$ cat config.mk
export PLATFORM = sky130hd
export DESIGN_NAME = mem_stall_controller
export DESIGN_NICKNAME = d
export VERILOG_FILES = /design/src/rtl/pipeline_ctrl_pkg.sv /design/src/rtl/mem_stall_controller_wait_counter.sv /design/src/rtl/mem_stall_controller.sv
export SDC_FILE = /design/constraint.sdc
export NUM_CORES = 1
export LEC_CHECK = 0
export ABC_AREA = 1
export BUFFER_PORTS_ARGS = -buffer_cell sky130_fd_sc_hd__buf_2
export CAP_MARGIN = 15
export CORE_ASPECT_RATIO = 0.7
export CORE_MARGIN = 2
export CORE_UTILIZATION = 30
export DETAILED_ROUTE_END_ITERATION = 10
export RECOVER_POWER = 25
export SETUP_SLACK_MARGIN = 0.1
export SLEW_MARGIN = 20
export SYNTH_ARGS = -nofsm -noshare
export SYNTH_HDL_FRONTEND = slang
export SYNTH_SLANG_ARGS = --single-unit
$ cat constraint.sdc
create_clock -name clk -period 3.96 [get_ports clk]
set_clock_uncertainty 0.15 [all_clocks]
set_input_delay 0.792 -clock clk [delete_from_list [all_inputs] [get_ports clk]]
set_output_delay 0.792 -clock clk [all_outputs]
set_load 0.05 [all_outputs]
$ cat src/rtl/pipeline_ctrl_pkg.sv
// Shared definitions for the memory stall controller and its wait counter.
package pipeline_ctrl_pkg;

  // Sequencer states for one data-memory access.
  typedef enum logic [1:0] {
    IDLE   = 2'd0,
    ACCESS = 2'd1,
    DONE   = 2'd2
  } memState_e;

  // Default SRAM latency in cycles. The legal range is 1..15.
  localparam int WAIT_CYCLES_DFLT = 4;

  // Default SRAM word-address width.
  localparam int SRAM_ADDR_W_DFLT = 17;

  // Width of the latency counter. Four bits cover every legal latency.
  localparam int CNT_W = 4;

endpackage

$ cat src/rtl/mem_stall_controller_wait_counter.sv
// Latency counter for SRAM accesses. The terminal count marks the last
// cycle of an access.
module wait_counter
  import pipeline_ctrl_pkg::*;
#(
  parameter int WAIT_CYCLES = WAIT_CYCLES_DFLT
) (
  input  logic clk,
  input  logic rst,
  input  logic clear_i,
  input  logic en_i,
  output logic tc_o
);

  logic [CNT_W-1:0] count_q;
  logic [CNT_W-1:0] count_d;

  // Clear takes priority over counting, so each access starts again from zero.
  always_comb begin
    count_d = count_q;
    if (clear_i) begin
      count_d = '0;
    end else if (en_i) begin
      count_d = count_q + CNT_W'(1);
    end
  end

  // Count register. It is reset asynchronously while rst is low.
  always_ff @(posedge clk or negedge rst) begin
    if (!rst) begin
      count_q <= '0;
    end else begin
      count_q <= count_d;
    end
  end

  assign tc_o = (count_q == CNT_W'(WAIT_CYCLES - 1));

endmodule

$ cat src/rtl/mem_stall_controller.sv
// MEM-stage SRAM sequencer. It also generates the freeze and flush controls
// for the pipeline stage registers.
module mem_stall_controller
  import pipeline_ctrl_pkg::*;
#(
  parameter int BIT_NUMBER  = 32,
  parameter int SRAM_ADDR_W = SRAM_ADDR_W_DFLT,
  parameter int WAIT_CYCLES = WAIT_CYCLES_DFLT
) (
  input  logic                   clk,
  input  logic                   rst,
  input  logic                   mem_r_en,
  input  logic                   mem_w_en,
  input  logic [BIT_NUMBER-1:0]  address,
  input  logic [BIT_NUMBER-1:0]  wdata,
  input  logic                   hazard,
  input  logic                   branch_taken,
  input  logic [BIT_NUMBER-1:0]  sram_rdata,
  output logic                   sram_req,
  output logic                   sram_we,
  output logic [SRAM_ADDR_W-1:0] sram_addr,
  output logic [BIT_NUMBER-1:0]  sram_wdata,
  output logic [BIT_NUMBER-1:0]  rdata,
  output logic                   mem_ready,
  output logic                   freeze_all,
  output logic                   freeze_front,
  output logic                   flush
);

  memState_e              state_q, state_d;
  logic                   sramReq_q, sramReq_d;
  logic                   sramWe_q, sramWe_d;
  logic [SRAM_ADDR_W-1:0] sramAddr_q, sramAddr_d;
  logic [BIT_NUMBER-1:0]  sramWdata_q, sramWdata_d;
  logic [BIT_NUMBER-1:0]  rdata_q, rdata_d;

  logic req;
  logic waitDone;
  logic memBusy;
  logic unusedAddrBits;

  // Accesses are word accesses. The byte offset and the bits above the SRAM
  // range are not used.
  assign unusedAddrBits = ^{address[BIT_NUMBER-1:SRAM_ADDR_W+2], address[1:0]};

  assign req = mem_r_en | mem_w_en;

  wait_counter #(
    .WAIT_CYCLES(WAIT_CYCLES)
  ) u_wait_counter (
    .clk    (clk),
    .rst    (rst),
    .clear_i(state_q != ACCESS),
    .en_i   (state_q == ACCESS),
    .tc_o   (waitDone)
  );

  // Next-state logic. The SRAM outputs are latched on entry to ACCESS and
  // released on the last ACCESS cycle. A load captures the read data on that
  // same cycle.
  always_comb begin
    state_d     = state_q;
    sramReq_d   = sramReq_q;
    sramWe_d    = sramWe_q;
    sramAddr_d  = sramAddr_q;
    sramWdata_d = sramWdata_q;
    rdata_d     = rdata_q;
    case (state_q)
      IDLE: begin
        if (req) begin
          state_d     = ACCESS;
          sramReq_d   = 1'b1;
          sramWe_d    = mem_w_en;
          sramAddr_d  = address[SRAM_ADDR_W+1:2];
          sramWdata_d = wdata;
        end
      end
      ACCESS: begin
        if (waitDone) begin
          if (!sramWe_q) begin
            rdata_d = sram_rdata;
          end
          sramReq_d = 1'b0;
          sramWe_d  = 1'b0;
          state_d   = DONE;
        end
      end
      DONE: begin
        state_d = IDLE;
      end
      default: begin
        state_d = IDLE;
      end
    endcase
  end

  // State and output registers. An asynchronous reset aborts any access in
  // progress.
  always_ff @(posedge clk or negedge rst) begin
    if (!rst) begin
      state_q     <= IDLE;
      sramReq_q   <= 1'b0;
      sramWe_q    <= 1'b0;
      sramAddr_q  <= '0;
      sramWdata_q <= '0;
      rdata_q     <= '0;
    end else begin
      state_q     <= state_d;
      sramReq_q   <= sramReq_d;
      sramWe_q    <= sramWe_d;
      sramAddr_q  <= sramAddr_d;
      sramWdata_q <= sramWdata_d;
      rdata_q     <= rdata_d;
    end
  end

  // Memory busy has the highest priority. A branch that arrives while memory
  // is busy is deferred until the pipeline is released.
  assign memBusy      = ((state_q == IDLE) && req) || (state_q == ACCESS);
  assign freeze_all   = memBusy;
  assign freeze_front = memBusy | hazard;
  assign flush        = branch_taken & ~memBusy;
  assign mem_ready    = (state_q == DONE);

  assign sram_req   = sramReq_q;
  assign sram_we    = sramWe_q;
  assign sram_addr  = sramAddr_q;
  assign sram_wdata = sramWdata_q;
  assign rdata      = rdata_q;

endmodule

* Word level (Yosys, flattened, before mapping) *
Cells that the tools add are included.

word-level totals
  output and inout bits = 87
  register bits after elaboration = 89
  word-level logic and storage cells = 38

operators by class
  add/subtract/negate cells = 1
  bitwise operators = 5
  multiplexer cells = 10
  reduce and logical (&&, ||, !) cells = 9
  equality and inequality tests = 6

operators with widths
  cell                   count
  $mux W4                2
  $reduce_and A3 Y1      2
  $add A4 B1 Y4 const B  1
  $eq A4 B2 Y1 const B   1
  $mux W2                2
  $ne A2 B2 Y1 const B   2
  $pmux W1 S2            2
  $pmux W2 S2            1
  $reduce_and A2 Y1      2
  $reduce_bool A2 Y1     2
  $mux W1                3
  $eq A2 B1 Y1 const B   1
  $eq A2 B2 Y1 const B   1
  $logic_not A2 Y1       1
  $ne A2 B1 Y1 const B   1
  $not A1 Y1             2
  $or A1 B1 Y1           2
  $and A1 B1 Y1          1
  $logic_and A1 B1 Y1    1
  $logic_or A1 B1 Y1     1

* Logic depth before layout (Yosys ltp) *
  word-level depth = 5
  gate-level depth with buffers = 7
  depth with buffers taken out = 6

* Modules after synthesis *
From an unflattened synthesis, not the netlist that was laid out.

second synthesis, totals
  cell total of the unflattened synthesis = 401
  area total of the unflattened synthesis = 3,678.5 um^2

by module, submodules not included
  module                cells each  area each (um^2)  instances
  mem_stall_controller  376         3,469.6           1
  wait_counter          25          209.0             1

* Worst setup path after synthesis *
No wires, ideal clock.

  path kind = in2out
  start point = in mem_r_en
  end point = out flush
  setup slack = 0.918 ns
  stages = 5
  data arrival time = 2.100 ns
  buffers on the path = 0
  path through = inv_1 nand2_1 nand2_2 nand2_1 nor2_1

between the ends
  word-level cells in the longest chain between the ends = 5

ends and longest elaborated chain
  item                 RTL line                     source
  start, declared      mem_stall_controller.sv:12   input logic mem_r_en,
  $or A1 B1 Y1         mem_stall_controller.sv:46   assign req = mem_r_en | mem_w_en;
  $logic_and A1 B1 Y1  mem_stall_controller.sv:119  assign memBusy = ((state_q == IDLE) && req) || (state_q == ACCESS);
  $logic_or A1 B1 Y1   mem_stall_controller.sv:119
  via freeze_all       mem_stall_controller.sv:25   output logic freeze_all,
  $not A1 Y1           mem_stall_controller.sv:122  assign flush = branch_taken & ~memBusy;
  $and A1 B1 Y1        mem_stall_controller.sv:122
  end, declared        mem_stall_controller.sv:27   output logic flush

The timed path passes the listed nets, and every way through them passes these cells.

* Worst setup path after layout *
  start point = in mem_w_en
  end point = out freeze_front

between the ends
  word-level cells in the longest chain between the ends = 4

ends and longest elaborated chain
  item                 RTL line                     source
  start, declared      mem_stall_controller.sv:13   input logic mem_w_en,
  $or A1 B1 Y1         mem_stall_controller.sv:46
  $logic_and A1 B1 Y1  mem_stall_controller.sv:119
  $logic_or A1 B1 Y1   mem_stall_controller.sv:119
  $or A1 B1 Y1         mem_stall_controller.sv:121  assign freeze_front = memBusy | hazard;
  end, declared        mem_stall_controller.sv:26   output logic freeze_front,

No other way between the ends.

==> metrics <==
status=finished with violations; failing checks=capacitance limit, slew limit; share of cells above drive strength 1=0.350; Root Buffer=clkbuf_16; initial antenna violation count=0; CP required=3.02 ns; final hold vios=0; largest net degree at the start of global routing=77; Post-CTS Hold Fix Bufs=0; commonest non-fill, non-tap cell in the layout=nand2_1; worst hold path class=flop to flop; total CTS buffers=9; vias in the first global route=between 2000 and 3000; DRC=0; row cnt=33; maximum clock path buffer count=2; remaining global-route overflow=0; DRT iter0 DRCs=160; total track usage=0.143; Hold WS=0.316 ns; post-synthesis sequential area ratio=0.627; final WL=8960 um; port buffer count=173; Sink Count=89; Peak Freq=between 300 and 400 MHz; IO Pins=about 190; Seq cells post-synth=89; Clock Latency Late Sink=roughly 0.33 ns; die span in x=134 um; Final Slew Violations=77; Via density=4.45; first-pass GRT wire length=around 14000 um; Detailed Place HPWL=6090 um; Least-Margin Pin Slew=~1.8 ns; CTS resizes=0; commonest cells after routing, fill and taps aside=220 x nand2_1, 172 x buf_2, 89 x dfrtp_1, 32 x nand4_1, 9 x clkbuf_16; TritonRoute pass-1 iters=5; Max Cap Viol=1; Crit Path Class=primary input to output pin; Worst Setup Start Kind=primary input; die area=0.0127 mm2; # Post-CTS Setup Buffers=0; Die H=95.0 um; routed via count=3202; Mapped Avg Cell Area=9.04 um2; core area=0.0116 mm2; H-tree Lvls=3; clock slew at reported path FFs=0.06 ns; post-synthesis cell count=393; CTS tree=done; synth warn=0; final worst path period need=between 2 and 3 ns; nets@finish=661; number of cells on the worst reg-to-reg path=4; setup violators final=0; Final Cell Area=0.00482 mm2; Slew HR=-0.233; initial core utilization=0.305; CP arrival=1.58 ns; placed inst area=0.00451 mm2; synthesized netlist net count=a little under 500; final estimated routing congestion in global placement=0.737; Critical Path Max Stage Delay=0.22 ns; DR WL/cell=12.4 um; ANT cells=0; Setup TNS=0 ns; Critical Path End Type=output pin; Worst path slowest cell=or2_1; mapped cell area=0.00355 mm2; hold depth=2; peak fanout along the critical path=3; RSZ-0062 raised after global routing=false; cell chain of the critical path=buf_2 > inv_1 > nand2_1 > nand2_2 > nand2_1 > or2_1 > buf_2; post-synthesis cell type count=20; DRT antenna net count=0; Final Cycle Share=0.637; synth-to-layout area growth=35.8%
## state kept, by name, summed over array words and instances (netlist names)
register / cells
sram_wdata: 32
sram_req: 1
sram_addr: 17
rdata: 32
u_wait_counter.count_q: 4
sram_we: 1
state_q: 2
## synthesized netlist by cell type
library cell / n / area (um2)
xor2_1: 1 / 8.76
or2_2: 1 / 6.26
inv_1: 7 / 26.3
buf_2: 11 / 55.1
nand2_2: 1 / 6.26
buf_4: 8 / 60.1
nand4_4: 1 / 21.3
dfrtp_1: 89 / 2230
clkinv_1: 1 / 3.75
a21oi_1: 2 / 10.0
clkbuf_1: 3 / 11.3
or2_1: 1 / 6.26
nor2_1: 7 / 26.3
nand4_1: 32 / 200
inv_2: 3 / 11.3
ha_1: 1 / 12.5
nand2_1: 220 / 826
nand3_1: 1 / 5.00
nor2_4: 2 / 22.5
o21ai_0: 1 / 5.00
## cell families after synthesis
logic type,count (synthesis),share of synthesized area
XOR/XNOR,1,0.00247
adder cells (fa/ha/maj),1,0.00352
buffers and inverters,33,0.0472
flip-flops,89,0.627
AO/OA/AOI/OAI,3,0.00423
AND/OR/NAND/NOR,266,0.315
## metal layers
metal / vias to the layer above / track usage / share of wire / routed length [um]
met5: - / 0 / 0 / 0
met4: 0 / 0.0439 / 0.011 / 102
met3: 8 / 0.0622 / 0.11 / 984
met2: 148 / 0.224 / 0.44 / 3900
met1: 1480 / 0.180 / 0.44 / 3970
li1: 1566 / - / - / -
## worst max-delay path, delay by kind of cell
family | cells | cell delay (ns)
buffers and inverters | 3 | 0.35
and+or+nand+nor | 4 | 0.44
## cell type report
cell class | instances | area [um2]
multi-input combinational | 271 | 1150
clock buffer | 10 | 229
sequential | 89 | 2230
timing repair buffer | 176 | 888
tap | 157 | 196
fill | 1194 | 6820
inverter | 11 | 41.3
clock inverter | 6 | 91.3
## per-stage QoR
stage / util / std cells / setup WS [ns]
3_3_place_gp: 0.387 / 704 / 1.37
5_1_grt: 0.414 / 720 / 1.31
4_1_cts: 0.415 / 720 / 1.44
2_1_floorplan: - / 393 / 0.918
3_5_place_dp: 0.387 / 704 / 1.35
6_report: 0.414 / 720 / 1.44
## final timing paths
| path | start | to | slack, ns |
|---|---|---|---|
| max | mem_w_en | freeze_front | 1.44 |
| min | rdata[19] | rdata[19] | 0.32 |
| max reg2reg | sram_we | rdata[5] | 1.67 |
| min reg2reg | rdata[19] | rdata[19] | 0.32 |
| max in group asynchronous | rst | sram_addr[13] | 1.74 |
| min in group asynchronous | rst | rdata[26] | 0.81 |
Power is not shown: default switching activity piles up to over one toggle a cycle in this logic, so the estimate is an artifact.
